==> config.mk <==
export PLATFORM = sky130hd
export DESIGN_NAME = mole_anim_scheduler
export DESIGN_NICKNAME = d
export VERILOG_FILES = /design/src/rtl/mole_anim_scheduler.sv
export SDC_FILE = /design/constraint.sdc
export NUM_CORES = 1
export LEC_CHECK = 0
export ABC_CLOCK_PERIOD_IN_PS = 7300
export BUFFER_PORTS_ARGS = -buffer_cell sky130_fd_sc_hd__buf_2
export CORE_ASPECT_RATIO = 0.75
export CORE_UTILIZATION = 40
export DETAILED_ROUTE_END_ITERATION = 8
export GPL_TIMING_DRIVEN = 0
export PLACE_DENSITY = 0.64
export SYNTH_ARGS = -nofsm -noshare
export SYNTH_HDL_FRONTEND = slang
export SYNTH_SLANG_ARGS = --single-unit
==> constraint.sdc <==
create_clock -name clk -period 7.3 [get_ports clk]
set_input_delay 0.365 -clock clk [delete_from_list [all_inputs] [get_ports clk]]
set_output_delay 0.365 -clock clk [all_outputs]
set_load 0.01 [all_outputs]
==> src/rtl/mole_anim_scheduler.sv <==
// mole_anim_scheduler
//   Runs one rise/hold/fall animation per hole. All holes step on a shared
//   frame tick, but each hole starts and stops on its own, so they move out
//   of phase with each other and can react to hits.
//
// Ports
//   clk        system clock
//   rst        asynchronous active-high reset
//   en         1 = frame tick counter runs, 0 = frames frozen
//   map        per hole, level: game logic wants the mole up
//   hit        per hole, one-cycle pulse: player whacked that hole
//   frames     packed frame indices, hole i at [i*FRAME_W +: FRAME_W]
//   visible    per hole, registered (frame != 0)
//   hit_ack    per hole, one-cycle pulse: the hit was taken
//   retracted  per hole, one-cycle pulse: the hole fell back to frame 0
module mole_anim_scheduler #(
  parameter int N_HOLES   = 9,
  parameter int TICK_DIV  = 3125000,
  parameter int MAX_FRAME = 16,
  parameter int FRAME_W   = 5
) (
  input  logic                         clk,
  input  logic                         rst,
  input  logic                         en,
  input  logic [N_HOLES-1:0]           map,
  input  logic [N_HOLES-1:0]           hit,
  output logic [N_HOLES*FRAME_W-1:0]   frames,
  output logic [N_HOLES-1:0]           visible,
  output logic [N_HOLES-1:0]           hit_ack,
  output logic [N_HOLES-1:0]           retracted
);

  localparam int                 CNT_W     = (TICK_DIV > 1) ? $clog2(TICK_DIV) : 1;
  localparam logic [CNT_W-1:0]   TICK_LAST = CNT_W'(TICK_DIV - 1);
  localparam logic [CNT_W-1:0]   CNT_ONE   = CNT_W'(1);
  localparam logic [FRAME_W-1:0] FRAME_MAX = FRAME_W'(MAX_FRAME);
  localparam logic [FRAME_W-1:0] FRAME_ONE = FRAME_W'(1);

  typedef enum logic [1:0] {IDLE, RISE, HOLD, FALL} hole_state_t;

  logic [CNT_W-1:0] tick_cnt;
  logic             tick;

  assign tick = en && (tick_cnt == TICK_LAST);

  // Shared frame divider. It only advances while enabled, so pausing keeps
  // the phase of the next tick exactly where it was.
  always_ff @(posedge clk or posedge rst) begin
    if (rst) begin
      tick_cnt <= '0;
    end else if (en) begin
      if (tick_cnt == TICK_LAST) tick_cnt <= '0;
      else                       tick_cnt <= tick_cnt + CNT_ONE;
    end
  end

  for (genvar i = 0; i < N_HOLES; i++) begin : g_hole
    hole_state_t      state, state_next;
    logic [FRAME_W-1:0] frame, frame_next;
    logic             lock, lock_next;
    logic             ack_next, retract_next;
    logic             visible_r, ack_r, retract_r;

    // Next state for one hole. The frame step is decided by the state at the
    // start of the cycle. An accepted hit sets lock even when map drops in the
    // same cycle. This way the whacked mole stays down until map is dropped
    // and raised again.
    always_comb begin
      state_next   = state;
      frame_next   = frame;
      lock_next    = lock;
      ack_next     = 1'b0;
      retract_next = 1'b0;
      if (!map[i]) lock_next = 1'b0;
      case (state)
        IDLE: begin
          if (map[i] && !lock) state_next = RISE;
        end
        RISE: begin
          if (tick && (frame < FRAME_MAX)) frame_next = frame + FRAME_ONE;
          if (hit[i]) begin
            state_next = FALL;
            lock_next  = 1'b1;
            ack_next   = 1'b1;
          end else if (!map[i]) begin
            state_next = FALL;
          end else if (frame_next == FRAME_MAX) begin
            state_next = HOLD;
          end
        end
        HOLD: begin
          if (hit[i]) begin
            state_next = FALL;
            lock_next  = 1'b1;
            ack_next   = 1'b1;
          end else if (!map[i]) begin
            state_next = FALL;
          end
        end
        FALL: begin
          if (tick && (frame != '0)) frame_next = frame - FRAME_ONE;
          // A fall that never left frame 0 drops straight back to IDLE.
          // There is nothing on screen, so no retracted pulse is sent.
          if (frame_next == '0) begin
            state_next   = IDLE;
            retract_next = (frame != '0);
          end else if (map[i] && !lock) begin
            state_next = RISE;
          end
        end
        default: state_next = IDLE;
      endcase
    end

    // Per-hole registers. visible and retracted are taken from the next
    // frame, so they line up with the frame index they describe.
    always_ff @(posedge clk or posedge rst) begin
      if (rst) begin
        state     <= IDLE;
        frame     <= '0;
        lock      <= 1'b0;
        visible_r <= 1'b0;
        ack_r     <= 1'b0;
        retract_r <= 1'b0;
      end else begin
        state     <= state_next;
        frame     <= frame_next;
        lock      <= lock_next;
        visible_r <= (frame_next != '0);
        ack_r     <= ack_next;
        retract_r <= retract_next;
      end
    end

    assign frames[i*FRAME_W +: FRAME_W] = frame;
    assign visible[i]   = visible_r;
    assign hit_ack[i]   = ack_r;
    assign retracted[i] = retract_r;
  end

endmodule

==> summary.txt <==
Final Critical Period = 3.22 ns
max_cap viols = 0
Total Routing Usage GR = 21.2%
ANT cells = 0
Final #Nets = 1259
post-CTS setup buffers = 0
Tcrit/Tclk final = 44.1%
max-slew violations = 0
routability cong. = 0.948
vias per cell = 5.67
Async S/R FF share, synth = 100%
clk slew on worst S/H paths = 0.06 ns
CP endpoint kind = flop
RSZ-0062 raised after global routing = false
Yosys top cell area share = 33.7%
post-detail-place hpwl = 17.4 mm
Area Growth Syn to Fin = 16.4%
Distinct cells, synth = 73
# rows = 47
Syn Nets = 1148
share of cells above drive strength 1 = 15.0%
Worst path slowest cell = o31ai_1
critical path data required time = 7.64 ns
largest net degree at the start of global routing = 63
Final TNS setup = 0 ns
Fmax achieved = 310 MHz
worst hold path type = primary input to async pin
Reg2Reg Setup Slack = 4.08 ns
Avg Inst Size Synth = 8.45 µm²
clock buffer count from CTS = 17
clock tree from TritonCTS = done
dpl ws = 4.12 ns
CTS root buffer = clkbuf_16
WP buf/inv = 4
largest cells by area after synthesis = dfrtp_1 (34%), ha_1 (8.9%), nor2_1 (4.6%)
WS Path Type = flop to flop
initial antenna violation count = 0
via count = 8402
crit-path leading delay family = buffers and inverters
1st-pass router iterations = 6
CTS H-Tree Depth = 4
register area share after synthesis = 33.7%
Syn Inst Count = 1063
IO Count = 93
Fin Clk Skew = 0.0109 ns
Synth Flop Type = dfrtp_1
Fill cells = 2167
Post-route DRC = 0
PD cells = 287 nW/µm²
most common cell after layout, fill and taps aside = dfrtp_1
Skew-Pair Late Insertion Delay = 0.43 ns
flops & latches, synth = 121
most frequent cells in the layout = dfrtp_1 (121), nor2_1 (109), buf_2 (99), nand2_1 (80), ha_1 (64)
Max FO, Critical Path = 10
Initial Util = 40.7%
RR Startpoint = tick_cnt[6]$_DFFE_PP0P_
per-cell routed wire length = 16.2 µm
worst stage delay on the critical path = 0.46 ns
Slew @ Worst Pin = 0.855 ns
r2r worst-path depth = 11
Cell Chain, Critical Path = nor4b_1 -> nand4_1 -> buf_2 -> nor2_2 -> buf_2 -> buf_4 -> buf_2 -> a22oi_1 -> o31ai_1 -> a21oi_1 -> a31oi_1
Iter 0 DRT Violations = 957
setup ws final = 4.08 ns
Leakage = 4.72 nW
hold-fix buffers at CTS = 0
most frequent CP cell = buf_2
Routed WL = 24.0 mm
clk sinks = 121
Post-synth EDFFs = 0
status = complete, no violations
Yosys Warn Count = 0
post-CTS sizing = 0
total grt overflow = 0
headroom to the max-slew limit = 42.2%
final hold vios = 0
Core Box Area = 22100 µm²
Worst Setup Start Kind = flop
Die Y-Extent = 132 µm
Mapped Area = 8980 µm²
vias in the first global route = 7589
full die area = 23100 µm²
Peak VDD IR = 146 µV
die width = 175 µm
R2R Path End = g_hole[7].state[0]$_DFFE_PP0P_
# setup viols final = 0
first-pass GRT wire length = 39.4 mm
worst path arrival time = 3.56 ns
CTS Buffer Depth = 2
Yosys top cell by area = dfrtp_1
Antenna Nets Post-Route = 0
Port Buffers = 91
==> Yosys cell counts, types with 17 or more instances <==
cell      number
xnor2_1       39
nand2_1       80
ha_1          64
nand2b_1      20
nor4_1        20
nor2_1       109
a21oi_1       38
buf_4         29
inv_1         64
nor3_1        39
dfrtp_1      121
nand3_1       46
o21ai_0       35
nand4_1       24
clkbuf_1      45
a31oi_1       19
xor2_1        17
==> metal layers <==
metal	GRT usage (%)	part of all wire (%)	up-vias
met5	0	0	-
met4	5.89	1.2	0
met3	4.99	7.4	27
met2	30.8	43	359
met1	31.2	49	3989
li1	-	-	4027
==> cell families (layout without fill, tap and decap cells) <==
| logic type | Yosys count | in the layout | share of synthesized area [%] |
|---|---|---|---|
| xor+xnor | 56 | 56 | 5.46 |
| buf+inv | 155 | 279 | 7.90 |
| flops | 121 | 121 | 33.7 |
| simple gates | 431 | 431 | 25.0 |
| fa+ha+maj | 64 | 64 | 8.92 |
| mux | 16 | 16 | 1.80 |
| compound gates | 220 | 220 | 17.2 |
==> flip-flops by register name, summed over array words and instances, names as in the netlist <==
| register | count |
|---|---|
| g_hole.lock | 9 |
| tick_cnt | 22 |
| g_hole.visible_r | 9 |
| g_hole.ack_r | 9 |
| g_hole.retract_r | 9 |
| g_hole.state | 18 |
| g_hole.frame | 45 |
==> worst max-delay path by stage <==
stage                     slack, ns                              to                    start  depth (start not counted)
final                          4.08  g_hole[7].state[0]$_DFFE_PP0P_  tick_cnt[6]$_DFFE_PP0P_                         11
after global routing           3.83  g_hole[7].state[0]$_DFFE_PP0P_  tick_cnt[6]$_DFFE_PP0P_                         11
after CTS                      4.11  g_hole[7].state[0]$_DFFE_PP0P_  tick_cnt[0]$_DFFE_PP0P_                         12
after detailed placement       4.12  g_hole[7].state[0]$_DFFE_PP0P_  tick_cnt[0]$_DFFE_PP0P_                         12
after global placement         1.99       g_hole[2].ack_r$_DFF_PP0_                      rst                          2
after floorplan                3.72       g_hole[0].ack_r$_DFF_PP0_                      rst                          1
==> where the power goes <==
part | leakage [nW] | internal, mW | switching, mW
Sequential | 1.56 | 0.822 | 0.113
Clock | 0.295 | 0.563 | 0.329
Combinational | 2.86 | 0.478 | 0.690
==> final cells by class <==
type,count,area [µm²],share of cell area [%]
timing repair buffer,92,483,4.62
buffer,91,469,4.49
tap,294,368,3.52
inverter,64,245,2.35
clock inverter,11,145,1.39
sequential,121,3030,29.0
clock buffer,21,470,4.50
multi-input combinational,787,5240,50.2
==> through the flow <==
step	std cells	hold slack [ns]	area (µm²)	util [%]	power (mW)
after global routing	1481	0.0525	10500	47.4	3.21
after detailed placement	1449	0.460	9840	44.6	2.10
final	1481	0.0132	10500	47.4	2.99
after CTS	1481	0.0362	10500	47.4	3.00
after floorplan	1063	0.445	8980	-	1.82
after global placement	1448	0.453	9800	44.5	2.09
Power figures use the tool's default switching activity.
